## src/rtl/motor_cmd_sequencer.sv

```systemverilog
// Two-channel motor command sequencer: decodes gesture nibbles into duty targets,
// slews live duties per tick, and handles watchdog failsafe and emergency stop.
// Define MOTOR_SEQ_KICK_EN to jump a stalled channel straight to a kick-start duty.
module motor_cmd_sequencer #(
    parameter int TICK_DIV    = 125000,
    parameter int RAMP_STEP   = 16,
    parameter int WDT_TICKS   = 500,
    parameter int DUTY_NORMAL = 400,
    parameter int DUTY_FAST   = 510,
    parameter int KICK_DUTY   = 200
) (
    input  logic       clk,
    input  logic       reset_n,
    input  logic       cmd_valid,
    input  logic [3:0] cmd_nibble,
    input  logic       estop,
    output logic [8:0] duty_a,
    output logic [8:0] duty_b,
    output logic       fwd_en,
    output logic [1:0] state,
    output logic       wdt_timeout
);

    localparam logic [1:0] S_IDLE     = 2'b00;
    localparam logic [1:0] S_RUN      = 2'b01;
    localparam logic [1:0] S_FAILSAFE = 2'b10;
    localparam logic [1:0] S_ESTOP    = 2'b11;

    localparam int TCW = (TICK_DIV > 1) ? $clog2(TICK_DIV) : 1;
    localparam int WCW = $clog2(WDT_TICKS + 1);
    localparam logic [TCW-1:0] TICK_LAST = TCW'(TICK_DIV - 1);
    localparam logic [WCW-1:0] WDT_LAST  = WCW'(WDT_TICKS - 1);
    localparam logic [9:0]     STEP      = 10'(RAMP_STEP);
`ifdef MOTOR_SEQ_KICK_EN
    localparam logic [9:0]     KICK      = 10'((KICK_DUTY > RAMP_STEP) ? KICK_DUTY : RAMP_STEP);
`endif

    logic [1:0]     state_q, state_d;
    logic [TCW-1:0] tick_cnt_q, tick_cnt_d;
    logic [WCW-1:0] wdt_cnt_q, wdt_cnt_d;
    logic [8:0]     duty_a_q, duty_a_d, duty_b_q, duty_b_d;
    logic [8:0]     tgt_a_q, tgt_a_d, tgt_b_q, tgt_b_d;
    logic           fwd_en_q, fwd_en_d;
    logic           wdt_timeout_q, wdt_timeout_d;

    logic       tick, accept, base_nz, wdt_expire, stopped;
    logic [8:0] base, cmd_tgt_a, cmd_tgt_b;

    // Step cur toward tgt by at most STEP; 10-bit math so nothing wraps.
    function automatic logic [8:0] ramp_toward(input logic [8:0] cur, input logic [8:0] tgt);
        logic [9:0] c, t, r;
        c = {1'b0, cur};
        t = {1'b0, tgt};
        r = c;
        if (c < t)
            r = ((t - c) <= STEP) ? t : c + STEP;
        else if (c > t)
            r = ((c - t) <= STEP) ? t : c - STEP;
`ifdef MOTOR_SEQ_KICK_EN
        if (c == 10'd0 && t != 10'd0)
            r = (KICK > t) ? t : KICK;
`endif
        return r[8:0];
    endfunction

    always_comb begin
        case (cmd_nibble[3:2])
            2'b01:   base = 9'(DUTY_NORMAL);
            2'b10:   base = 9'(DUTY_FAST);
            default: base = 9'd0;
        endcase
        cmd_tgt_a  = (cmd_nibble[1:0] == 2'b10) ? 9'd0 : base;
        cmd_tgt_b  = (cmd_nibble[1:0] == 2'b01) ? 9'd0 : base;
        base_nz    = |base;
        tick       = (tick_cnt_q == TICK_LAST);
        // In ESTOP only a stop command is taken; estop itself drops everything.
        accept     = cmd_valid && !estop && (state_q != S_ESTOP || cmd_nibble[3:2] == 2'b00);
        wdt_expire = (state_q == S_RUN) && tick && !accept && (wdt_cnt_q == WDT_LAST);
        stopped    = (tgt_a_q == 9'd0) && (tgt_b_q == 9'd0) && (duty_a_q == 9'd0) && (duty_b_q == 9'd0);
    end

    always_ff @(posedge clk or negedge reset_n) begin
        if (!reset_n) begin
            state_q       <= S_IDLE;
            tick_cnt_q    <= '0;
            wdt_cnt_q     <= '0;
            duty_a_q      <= '0;
            duty_b_q      <= '0;
            tgt_a_q       <= '0;
            tgt_b_q       <= '0;
            fwd_en_q      <= 1'b0;
            wdt_timeout_q <= 1'b0;
        end else begin
            state_q       <= state_d;
            tick_cnt_q    <= tick_cnt_d;
            wdt_cnt_q     <= wdt_cnt_d;
            duty_a_q      <= duty_a_d;
            duty_b_q      <= duty_b_d;
            tgt_a_q       <= tgt_a_d;
            tgt_b_q       <= tgt_b_d;
            fwd_en_q      <= fwd_en_d;
            wdt_timeout_q <= wdt_timeout_d;
        end
    end

    always_comb begin
        state_d = state_q;
        if (estop) begin
            state_d = S_ESTOP;
        end else begin
            case (state_q)
                S_IDLE:     if (accept && base_nz) state_d = S_RUN;
                S_RUN: begin
                    if (accept)          state_d = S_RUN;
                    else if (wdt_expire) state_d = S_FAILSAFE;
                    else if (stopped)    state_d = S_IDLE;
                end
                S_FAILSAFE: if (accept) state_d = base_nz ? S_RUN : S_IDLE;
                default:    if (accept) state_d = S_IDLE;
            endcase
        end
    end

    always_comb begin
        tick_cnt_d    = tick ? '0 : tick_cnt_q + 1'b1;
        duty_a_d      = tick ? ramp_toward(duty_a_q, tgt_a_q) : duty_a_q;
        duty_b_d      = tick ? ramp_toward(duty_b_q, tgt_b_q) : duty_b_q;
        tgt_a_d       = tgt_a_q;
        tgt_b_d       = tgt_b_q;
        wdt_cnt_d     = wdt_cnt_q;
        wdt_timeout_d = wdt_timeout_q;
        if (estop) begin
            duty_a_d  = '0;
            duty_b_d  = '0;
            tgt_a_d   = '0;
            tgt_b_d   = '0;
        end else if (accept) begin
            tgt_a_d       = cmd_tgt_a;
            tgt_b_d       = cmd_tgt_b;
            wdt_cnt_d     = '0;
            wdt_timeout_d = 1'b0;
        end else if (wdt_expire) begin
            tgt_a_d       = '0;
            tgt_b_d       = '0;
            wdt_timeout_d = 1'b1;
        end else if (state_q == S_RUN && tick) begin
            wdt_cnt_d = wdt_cnt_q + 1'b1;
        end
        if (state_d != S_RUN)
            wdt_cnt_d = '0;
        fwd_en_d = (state_d == S_RUN || state_d == S_FAILSAFE) &&
                   (|{duty_a_d, duty_b_d, tgt_a_d, tgt_b_d});
    end

    assign duty_a      = duty_a_q;
    assign duty_b      = duty_b_q;
    assign fwd_en      = fwd_en_q;
    assign state       = state_q;
    assign wdt_timeout = wdt_timeout_q;

endmodule

```

## config.mk

```make
export PLATFORM = sky130hd
export DESIGN_NAME = motor_cmd_sequencer
export DESIGN_NICKNAME = d
export VERILOG_FILES = /design/src/rtl/motor_cmd_sequencer.sv
export SDC_FILE = /design/constraint.sdc
export NUM_CORES = 1
export LEC_CHECK = 0
export CAP_MARGIN = 20
export CELL_PAD_IN_SITES_DETAIL_PLACEMENT = 0
export CELL_PAD_IN_SITES_GLOBAL_PLACEMENT = 1
export CORE_ASPECT_RATIO = 0.6
export CORE_MARGIN = 1
export CORE_UTILIZATION = 30
export DETAILED_ROUTE_END_ITERATION = 10
export PLACE_DENSITY_LB_ADDON = 0.1
export SLEW_MARGIN = 15
export SYNTH_ARGS = -nofsm -noshare
export SYNTH_HDL_FRONTEND = slang
export SYNTH_SLANG_ARGS = --single-unit
```

## constraint.sdc

```tcl
create_clock -name clk -period 4.1 [get_ports clk]
set_input_delay 0.82 -clock clk [delete_from_list [all_inputs] [get_ports clk]]
set_output_delay 0.82 -clock clk [all_outputs]
set_load 0.05 [all_outputs]
```

==> flow_summary.toml <==
[critical_path]
cp_slowest_cell = "dfrtp_1"
cpMostUsedCell = "mux2i_1"
worstPathMaxFanout = 7
rrSetupSlack_ns = 0.19
path_buf_inv = 2
start_kind = "flop"
crit_required_ns = 4.29
crit_chain = "inv_1 > ha_1 > nand2_1 > a211oi_2 > mux2i_1 > o2111ai_1 > nor4_4 > buf_4 > mux2i_1 > o32a_1 > o21ai_0 > nor4_2 > a41oi_1"
crit_cells = 13
crit_type = "flop to flop"
ff2ff_path_depth = 13
slowest_delay_ns = 0.47
cp_data_arrival_time_ns = 4.10
critPathCaptureType = "flop"
cp_top_family = "compound AO/OA/AOI/OAI gates"

[yosys]
yosysTopAreaCellShare = 0.293
syn_avg_cell_area_sq_um = 8.09
ys_async_sr_fraction = 1.00
synth_area_leaders = "dfrtp_1, ha_1, a21oi_1, nor2_1, nand2_1"
synth_warnings = 0
synth_fp_nets = 753
synth_cell_types = 71
ys_ff_latch = 66
synth_edf_count = 0
netlist_area_sq_um = 5640
synth_cells = 698
yosys_most_used_dff = "dfrtp_1"
seq_area_frac_synth = 0.293
yosysTopAreaCell = "dfrtp_1"

[status]
status = "finished with violations"
violations = "DRC"

[drt]
post-route-drc-count = 2
detail-route-antenna-nets = 0
drt_wl_total_um = 18100
routed-via-count = 5406
first_pass_iters = 9
drt_iter0_markers = 368
wl_per_cell_um = 18.2
vias_per_cell = 5.43

[clocking]
cts_htree_levels = 3
worstSkewPairLatency_ns = 0.34
cts_buffers = 9
cts_root_buf = "clkbuf_16"
cts_buffer_depth = 2
cts.sinks = 66
clkTransAtPathRegs_ns = 0.06
cts_tree = "done"

[sta]
setup_viol = 0
worst_slew_pin_slew_ns = 0.841
max-slew-margin-rel = 0.432
finClkSkew_ns = 0.00904
max_freq_mhz = 256
fin_setup_tns_ns = 0
hold_ws_ns = 0.485
maxSlewViolCount = 0
finalCritPeriodShare = 0.954
hold_viol_final = 0
period_needed_ns = 3.91
rsz0062_at_grt = "false"

[job]
cap_violations = 0

[finish]
drive_gt1_frac = 0.103
mostFrequentLayoutCell = "nor2_1"
diodes = 0
final_cell_mix = "nor2_1, a21oi_1, dfrtp_1"
area_growth_pct = 19.2
final_nets = 805

[placement]
dp_hpwl_um = 14100
gp_congestion = 0.902
port_buffers = 29

[grt]
grt_usage = 0.191
grt_pass1_vias = 4921
antenna_found_initial = 0
grt_max_degree = 40
overflow = 0
grt_pass1_wl_um = 28200

[power]
p_leak_uw = 0.00287
p_per_area_nw_per_um2 = 369
ir_drop_v = 0.000170

[die]
dieWidth_um = 179
start_util = 0.309
num_io_pins = 30
dieArea_sq_um = 19400
core_sq_um = 18300
rows = 38
die_h_um = 108

[hold_path]
min_path_cells = 1
hold_path.class = "flop to flop"
==> worst reg2reg max path, cell delays in order, from the launching register on <==
cell and delay, ns:
dfrtp_1 0.47, inv_1 0.18, ha_1 0.45, nand2_1 0.15, a211oi_2 0.37, mux2i_1 0.24, o2111ai_1 0.22, nor4_4 0.29
buf_4 0.19, mux2i_1 0.26, o32a_1 0.18, o21ai_0 0.18, nor4_2 0.41, a41oi_1 0.17
==> final timing paths <==
kind                                from            end
min in group asynchronous        reset_n  tick_cnt_q[8]
min reg2reg                tick_cnt_q[0]  tick_cnt_q[0]
max in group asynchronous        reset_n      duty_a[7]
min                        tick_cnt_q[0]  tick_cnt_q[0]
max                            duty_a[4]         fwd_en
max reg2reg                    duty_a[4]         fwd_en
==> per-layer routing <==
layer	GRT usage	routed length [um]	vias to the layer above
li1	-	-	2627
met1	0.317	10200	2625
met2	0.239	6670	144
met3	0.0454	1110	10
met4	0.0297	119	0
met5	0	0	-
==> flip-flops by register name (all words and copies together) (netlist names) <==
register	count
tick_cnt_q	17
duty_a	9
duty_b	9
tgt_a_q	9
tgt_b_q	9
wdt_cnt_q	9
state	2
fwd_en	1
wdt_timeout	1
==> cells by family (layout without fill, tap and decap cells) <==
group	count (synthesis)	after routing	synth area share
AOI/OAI and AO/OA	179	179	0.206
xor gates and xnor gates	31	31	0.0481
adders and majority gates	47	47	0.104
buffers and inverters	77	134	0.0556
DFF	66	66	0.293
muxes	22	22	0.0397
and+or+nand+nor	276	276	0.254
==> power breakdown <==
group | switching (uW) | internal (uW) | leakage, uW
registers | 38.0 | 676 | 0.000888
clock network | 326 | 481 | 0.000145
logic | 573 | 386 | 0.00184
total | 937 | 1540 | 0.00287
==> synth_stat cells, types with 5 or more instances <==
cell / n
a211oi_1: 6
or3_1: 8
nor4_1: 9
and3_1: 15
nand4_1: 10
nand2_1: 52
ha_1: 47
xnor2_1: 20
dfrtp_1: 66
nor2b_1: 12
nand3_1: 23
a21oi_1: 66
nor3_1: 24
nor2_1: 76
inv_1: 46
mux2i_1: 19
nand2b_1: 14
a21o_1: 6
o21a_1: 5
o21ai_0: 31
clkbuf_1: 17
and2_1: 7
a31oi_1: 10
xor2_1: 11
buf_2: 8
==> layout make-up <==
cell class              instances  area, sq um
fillers                      1934        11500
multi-input cells             555         3690
flip-flops and latches         66         1650
repair buffers                 72          608
well taps                     240          300
clock buffers                   9          225
inverters                      46          173
clock inverters                 7         82.6
==> stage by stage <==
stage | setup slack (ns) | total power [uW] | instances | cell area, sq um | utilization
2_1_floorplan | 0.356 | 1360 | 698 | 5640 | -
3_3_place_gp | 0.132 | 1640 | 969 | 6340 | 0.347
3_5_place_dp | 0.155 | 1640 | 969 | 6340 | 0.347
4_1_cts | 0.112 | 2460 | 985 | 6640 | 0.364
5_1_grt | 0.0276 | 2620 | 995 | 6730 | 0.369
6_report | 0.188 | 2480 | 995 | 6730 | 0.369
==> timing repair <==
item,CTS,global route
hold buffers,0,0
endpoints found under the hold margin,0,0
setup buffers,0,10
resized for setup,0,3
endpoints found under the setup margin,0,1
No activity file was read; power rests on OpenSTA's default activity.
